File: src/rtl/ula_74181_if.sv
// Operand/result bundle for the ula_74181_sync ALU slice.
// When ULA_PG_OUT_EN is defined, the bundle also carries the p_n/g_n lookahead outputs.
interface ula_74181_if;
    logic [3:0] a;
    logic [3:0] b;
    logic [3:0] s;
    logic       m;
    logic       c_in;
    logic [3:0] f;
    logic       c_out;
    logic       a_eq_b;
`ifdef ULA_PG_OUT_EN
    logic       p_n;
    logic       g_n;

    modport master (output a, b, s, m, c_in, input f, c_out, a_eq_b, p_n, g_n);
    modport slave  (input a, b, s, m, c_in, output f, c_out, a_eq_b, p_n, g_n);
`else
    modport master (output a, b, s, m, c_in, input f, c_out, a_eq_b);
    modport slave  (input a, b, s, m, c_in, output f, c_out, a_eq_b);
`endif
endinterface

File: src/rtl/ula_74181_sync.sv
// 74181-equivalent 4-bit ALU slice, active-high data, active-low carries, one cycle of latency.
// Defining ULA_PG_OUT_EN adds registered active-low group propagate/generate outputs (p_n, g_n).
module ula_74181_sync (
    input  logic        clk,
    input  logic        rst,
    ula_74181_if.slave  bus
);

    logic [3:0] x;
    logic [3:0] y;
    logic [4:0] sum;
    logic [3:0] f_next;

    always_comb begin
        // NOTE: every combinational output gets a default first, so no path can infer a latch.
        x      = '0;
        y      = '0;
        sum    = '0;
        f_next = '0;
        for (int i = 0; i < 4; i++) begin
            x[i] = bus.a[i] | (bus.b[i] & bus.s[0]) | (~bus.b[i] & bus.s[1]);
            y[i] = (bus.a[i] & ~bus.b[i] & bus.s[2]) | (bus.a[i] & bus.b[i] & bus.s[3]);
        end
        // The carry chain runs in both modes; logic mode only ignores it for f.
        sum    = {1'b0, x} + {1'b0, y} + {4'b0000, ~bus.c_in};
        f_next = bus.m ? ~(x ^ y) : sum[3:0];
    end

`ifdef ULA_PG_OUT_EN
    logic [3:0] p;
    logic [3:0] g;
    logic       grp_p;
    logic       grp_g;

    always_comb begin
        p     = x & ~y;
        g     = y;
        grp_p = &p;
        grp_g = g[3] | (p[3] & g[2]) | (p[3] & p[2] & g[1]) | (p[3] & p[2] & p[1] & g[0]);
    end
`endif

    // NOTE: sequential state uses non-blocking assignments so every register samples pre-edge values.
    always_ff @(posedge clk) begin
        if (rst) begin
            bus.f      <= 4'b0000;
            bus.c_out  <= 1'b1;
            bus.a_eq_b <= 1'b0;
`ifdef ULA_PG_OUT_EN
            bus.p_n    <= 1'b1;
            bus.g_n    <= 1'b1;
`endif
        end else begin
            bus.f      <= f_next;
            bus.c_out  <= ~sum[4];
            bus.a_eq_b <= &f_next;
`ifdef ULA_PG_OUT_EN
            bus.p_n    <= ~grp_p;
            bus.g_n    <= ~grp_g;
`endif
        end
    end

endmodule

File: src/flat_wrapper.sv
// flat-port wrapper written by rule: the top's interface ports become plain ports
module ula_74181_sync_flat 
  (clk, rst, bus_a, bus_b, bus_s, bus_m, bus_c_in, bus_f, bus_c_out, bus_a_eq_b);
  ula_74181_if bus_i ();
  input  logic clk;
  input  logic rst;
  input wire logic [$bits(bus_i.a)-1:0] bus_a;
  input wire logic [$bits(bus_i.b)-1:0] bus_b;
  input wire logic [$bits(bus_i.s)-1:0] bus_s;
  input wire logic [$bits(bus_i.m)-1:0] bus_m;
  input wire logic [$bits(bus_i.c_in)-1:0] bus_c_in;
  output wire logic [$bits(bus_i.f)-1:0] bus_f;
  output wire logic [$bits(bus_i.c_out)-1:0] bus_c_out;
  output wire logic [$bits(bus_i.a_eq_b)-1:0] bus_a_eq_b;
  assign bus_i.a = bus_a;
  assign bus_i.b = bus_b;
  assign bus_i.s = bus_s;
  assign bus_i.m = bus_m;
  assign bus_i.c_in = bus_c_in;
  assign bus_f = bus_i.f;
  assign bus_c_out = bus_i.c_out;
  assign bus_a_eq_b = bus_i.a_eq_b;
  ula_74181_sync u_core (.clk(clk), .rst(rst), .bus(bus_i));
endmodule
File: config.mk
export PLATFORM = sky130hd
export DESIGN_NAME = ula_74181_sync_flat
export DESIGN_NICKNAME = d
export VERILOG_FILES = /design/src/rtl/ula_74181_if.sv /design/src/rtl/ula_74181_sync.sv /design/src/flat_wrapper.sv
export SDC_FILE = /design/constraint.sdc
export NUM_CORES = 1
export LEC_CHECK = 0
export ABC_AREA = 1
export ABC_CLOCK_PERIOD_IN_PS = 2300
export CORE_AREA = 4 4 41 43
export CTS_CLUSTER_SIZE = 14
export DETAILED_ROUTE_END_ITERATION = 8
export DIE_AREA = 0 0 45 47
export HOLD_SLACK_MARGIN = 0.1
export PLACE_DENSITY = 0.71
export SYNTH_ARGS = -nofsm -noshare
export SYNTH_HDL_FRONTEND = slang
export SYNTH_SLANG_ARGS = --single-unit
File: constraint.sdc
create_clock -name clk -period 2.3 [get_ports clk]
set_input_delay 0.46 -clock clk [delete_from_list [all_inputs] [get_ports clk]]
set_output_delay 0.46 -clock clk [all_outputs]
set_load 0.005 [all_outputs]
## After elaboration in Yosys (flattened, before gate mapping)

Cells that the tools add are included.

- Input port bits: 16
- Output and inout bits: 6
- Flip-flop bits (word level): 6
- Logic and storage cells: 51

- Multiplexer cells: 1
- Reductions and logical operators: 1
- Bitwise gates (word level): 44
- $add $sub $neg: 2

Operators with widths:

| operator | count |
|---|---|
| bitwise AND 1 bit | 24 |
| bitwise OR 1 bit | 12 |
| NOT 1 bit | 6 |
| adder 4 x 4 -> 5 bit | 1 |
| adder 5 x 1 -> 5 bit | 1 |
| 2-to-1 mux 4 bit | 1 |
| NOT 4 bit | 1 |
| AND reduction 4 bit | 1 |
| bitwise XOR 4 bit | 1 |

## Longest topological paths before layout

Gate-level depths: netlist of run 1.

- Word-level depth: 8
- Mapped depth: 12
- Mapped depth without buffers: 12

## Least setup slack after synthesis of run 1

No wires, ideal clock.

- Path type: input -> register
- From: in bus_b[0]
- To: reg u_core.bus.a_eq_b
- Setup time: 0.056 ns
- Arrival time: 1.930 ns
- Path slack: 0.314 ns
- Buffers on the path: 0
- Stages on the path: 12
- Required time: 2.244 ns
- Path through: a21oi_1 -> o21ai_0 -> fa_1 -> inv_1 -> fa_1 -> inv_1 -> nand2_1 -> o21ai_2 -> nand2_1 -> nor2_1 -> nand2_1 -> inv_1

- Word-level cells in the longest chain between the ends: 8
- Elaborated cells on any way between the ends: 16
- Those cells by class: add/sub: 2; mux: 1; bitwise: 12; reduce/logical: 1

Ends and longest elaborated chain:

| element | RTL line | RTL |
|---|---|---|
| start: declaration | flat_wrapper.sv:8 | `input wire logic [$bits(bus_i.b)-1:0] bus_b;` |
| NOT 1 bit | ula_74181_sync.sv:21, ula_74181_sync.sv:22 |  |
| bitwise AND 1 bit (2 in a row) | ula_74181_sync.sv:22 | `y[i] = (bus.a[i] & ~bus.b[i] & bus.s[2]) \| (bus.a[i] & bus.b[i] & bus.s[3]);` |
| bitwise OR 1 bit | ula_74181_sync.sv:22 |  |
| adder 4 x 4 -> 5 bit or bitwise XOR 4 bit (tied branches) | ula_74181_sync.sv:25, ula_74181_sync.sv:26 |  |
| adder 5 x 1 -> 5 bit or NOT 4 bit (tied branches) | ula_74181_sync.sv:25, ula_74181_sync.sv:26 |  |
| 2-to-1 mux 4 bit * | ula_74181_sync.sv:26 | `f_next = bus.m ? ~(x ^ y) : sum[3:0];` |
| AND reduction 4 bit * | ula_74181_sync.sv:56 | `bus.a_eq_b <= &f_next;` |
| end signal: assignment | ula_74181_sync.sv:56 |  |
| end: declaration | ula_74181_if.sv:20 | `modport slave (input a, b, s, m, c_in, output f, c_out, a_eq_b);` |

Mark *: on every way between the ends. The rest lies on a longest branch, timed or not.
A chain may end at the register's enable or synchronous reset.

## Final worst setup path of run 1

- From: in bus_s[3]
- To: reg u_core.bus.a_eq_b

- Word-level cells in the longest chain between the ends: 6
- Elaborated cells on any way between the ends: 14
- Those cells by class: add/sub: 2; mux: 1; bitwise: 10; reduce/logical: 1

Ends and longest elaborated chain:

| element | RTL line | RTL |
|---|---|---|
| start: declaration | flat_wrapper.sv:9 | `input wire logic [$bits(bus_i.s)-1:0] bus_s;` |
| bitwise AND 1 bit | ula_74181_sync.sv:22 |  |
| bitwise OR 1 bit | ula_74181_sync.sv:22 |  |
| adder 4 x 4 -> 5 bit or bitwise XOR 4 bit (tied branches) | ula_74181_sync.sv:25, ula_74181_sync.sv:26 |  |
| adder 5 x 1 -> 5 bit or NOT 4 bit (tied branches) | ula_74181_sync.sv:25, ula_74181_sync.sv:26 |  |
| 2-to-1 mux 4 bit * | ula_74181_sync.sv:26 |  |
| AND reduction 4 bit * | ula_74181_sync.sv:56 |  |

Marks and branches as above.

==> results.sh, run 1 <==
export IMPL_outcome="finished, final reports clean"
export IMPL_synth_adder_area_share=0.188
export IMPL_grt_max_degree=6
export IMPL_ios=22
export IMPL_dieHeight_um=47
export IMPL_post_drt_wl_per_cell_um=9.50
export IMPL_globalplace_congestion=0.714
export IMPL_period_minus_slack_ns=2.14
export IMPL_cts_tree="yes"
export IMPL_path_max_fanout=2
export IMPL_cp_top_family="adder cells"
export IMPL_grtUsageTotal=0.124
export IMPL_critPathLaunchType="primary input"
export IMPL_avgSynthCellArea_um2=6.64
export IMPL_critPathArrivalTime_ns=2.33
export IMPL_cpPeakStageDelay_ns=0.42
export IMPL_fillCellCount=134
export IMPL_crit_path_end_kind="register"
export IMPL_syn2layout_area_growth_pct=70.9
export IMPL_drt_iter0_drc=4
export IMPL_maxSlewHeadroom=0.840
export IMPL_ant_nets=0
export IMPL_synth_seq_cells=6
export IMPL_numCtsBuffers=3
export IMPL_post_route_period_util=0.930
export IMPL_met2_usage=0.243
export IMPL_yosys_area_top_type="dfxtp_1"
export IMPL_finalHoldViolations=0
export IMPL_drc=0
export IMPL_use_met1=0.106
export IMPL_clock_sinks=6
export IMPL_final_cell_mix="clkdlybuf4s50_1, inv_1, nand2_1"
export IMPL_p_per_area_nw_per_um2=443
export IMPL_vias=537
export IMPL_worst_path_buf_inv=5
export IMPL_antenna_cells=0
export IMPL_num_rows=13
export IMPL_cellLeakagePower_uw=0.000442
export IMPL_worstHoldPathType="in -> reg"
export IMPL_grt_pass1_wl_mm=1.86
export IMPL_p_seq_frac=0.325
export IMPL_crit_top_cell="inv_1"
export IMPL_synth_nets=94
export IMPL_synth_mux_area_frac=0
export IMPL_synth_top_cell_area_share=0.251
export IMPL_fin_hold_ws_ns=0.838
export IMPL_grtUsageMet3=0.0383
export IMPL_path_cells="clkdlybuf4s50_1 > inv_1 > a21oi_2 > fa_2 > inv_1 > fa_1 > inv_1 > nand2_1 > o21ai_2 > nand2_1 > nor2_1 > nand2_1 > inv_1"
export IMPL_combinationalPowerShare=0.412
export IMPL_dp_hpwl_um=967
export IMPL_ys_types=15
export IMPL_power_switching_uw=106
export IMPL_synth_top_family_by_area="simple AND/OR/NAND/NOR gates"
export IMPL_tightestPinTransition_ns=0.239
export IMPL_clock_power_share=0.263
export IMPL_crit_type="in -> reg"
export IMPL_maxCapViolations=0
export IMPL_root_buffer="clkbuf_4"
export IMPL_crit_required_ns=2.49
export IMPL_intPower_uw=255
export IMPL_htreeDepth=1
export IMPL_port_buffers=21
export IMPL_setup_viol=0
export IMPL_synth_compound_area_frac=0.186
export IMPL_dr_pass1_iters=4
export IMPL_post_drt_via_cell_ratio=4.55
export IMPL_slew_viol_final=0
export IMPL_ys_warn_count=0
export IMPL_grt_busiest_layer="met2"
export IMPL_syn_inst=72
export IMPL_peakVddDrop_v=0.000173
export IMPL_clock_path_buffers=2
export IMPL_preCtsSetupSlack_ns=-0.302
export IMPL_netlist_area_um2=478
export IMPL_worst_slack_ns=0.162
export IMPL_clkTransAtPathRegs_ns=0.04
export IMPL_synth_simple_area_share=0.249
export IMPL_layout_commonest_cell="clkdlybuf4s50_1"
export IMPL_dieArea_um2=2120
export IMPL_overflow=0
export IMPL_synth_area_top_cells="dfxtp_1, inv_1, ha_1"
export IMPL_die_w_um=45
export IMPL_switching_share=0.294
export IMPL_start_util=0.367
export IMPL_nets=127
export IMPL_synth_seq_area_share=0.251
export IMPL_antenna_found_initial=0
export IMPL_first_global_vias=520
export IMPL_coreArea_um2=1300
export IMPL_rsz0062_at_grt="false"
export IMPL_fmax_mhz=468
export IMPL_slowest_stage="clkdlybuf4s50_1"
export IMPL_drive_gt1_frac=0.194
export IMPL_synth_xor_area_share=0
export IMPL_drt_wl_total_mm=1.12
[cell usage after synthesis]
master and n:
nand3_1 2, o21ai_1 1, o21ai_0 7, nor2_1 8, inv_1 16, nand3b_1 1, nor3_1 1, nand2_1 13
ha_1 4, a21oi_1 8, nand2_2 1, nor2_4 1, fa_1 2, dfxtp_1 6, o21ai_2 1
[logic make-up (layout without fill, tap and decap cells)]
logic type,after synthesis,count (layout)
AND/OR/NAND/NOR,27,27
AO/OA/AOI/OAI,17,17
flip-flops,6,6
buffers and inverters,16,47
adder cells (fa/ha/maj),6,6
[routing by layer]
metal / wire [um] / up-vias
met1: 394 / 222
met5: 0 / -
met4: 14 / 0
met2: 601 / 23
met3: 109 / 2
li1: - / 290
[what timing repair did]
item                                    in CTS  in global routing
pin swaps                                    0                  4
buffers inserted                             0                  0
endpoints found under the setup margin       1                  2
hold buffers                                 0                  0
gates resized for setup                      3                 11
[area by class of cell]
| type | count | area [um^2] | area share |
|---|---|---|---|
| clock buffer | 3 | 22.5 | 0.0276 |
| inverter | 16 | 60.1 | 0.0735 |
| multi-input combinational | 50 | 320 | 0.392 |
| sequential | 6 | 120 | 0.147 |
| tap | 15 | 18.8 | 0.0230 |
| timing repair buffer | 28 | 275 | 0.337 |
[path summary, 6_finish.rpt]
kind | from | end | slack [ns] | cells past startpoint
max | bus_s[3] | u_core.bus.a_eq_b | 0.16 | 13
min | rst | u_core.bus.f[2] | 0.84 | 2
[per-stage QoR]
| step | TNS, ns | utilization | area [um^2] | cells | power (uW) |
|---|---|---|---|---|---|
| after detailed placement | -0.723 | 0.584 | 759 | 115 | 265 |
| after CTS | 0 | 0.603 | 785 | 118 | 364 |
| after floorplan | 0 | - | 478 | 72 | 190 |
| after global placement | -0.473 | 0.584 | 759 | 115 | 261 |
| final | 0 | 0.628 | 817 | 118 | 362 |
| after global routing | 0 | 0.628 | 817 | 118 | 391 |
[power groups by stage]
stage,clock [uW],sequential (uW),combinational [uW]
6_report,95.2,118,149
5_1_grt,105,118,168
4_1_cts,98.4,118,148
3_5_place_dp,0,119,146
3_3_place_gp,0,119,142
2_1_floorplan,0,121,68.9
[registers in the layout, summed over array words and instances, names as in the netlist]
register,count
u_core.bus.f,4
u_core.bus.c_out,1
u_core.bus.a_eq_b,1
(Power assumes the default switching activity.)
==> run 2, diff against run 1 <==
SKIP_LAST_GASP = 1   (was not set)
==> results of run 2 <==
Same layout as run 1: the final DEF is identical, and so are final timing and power.
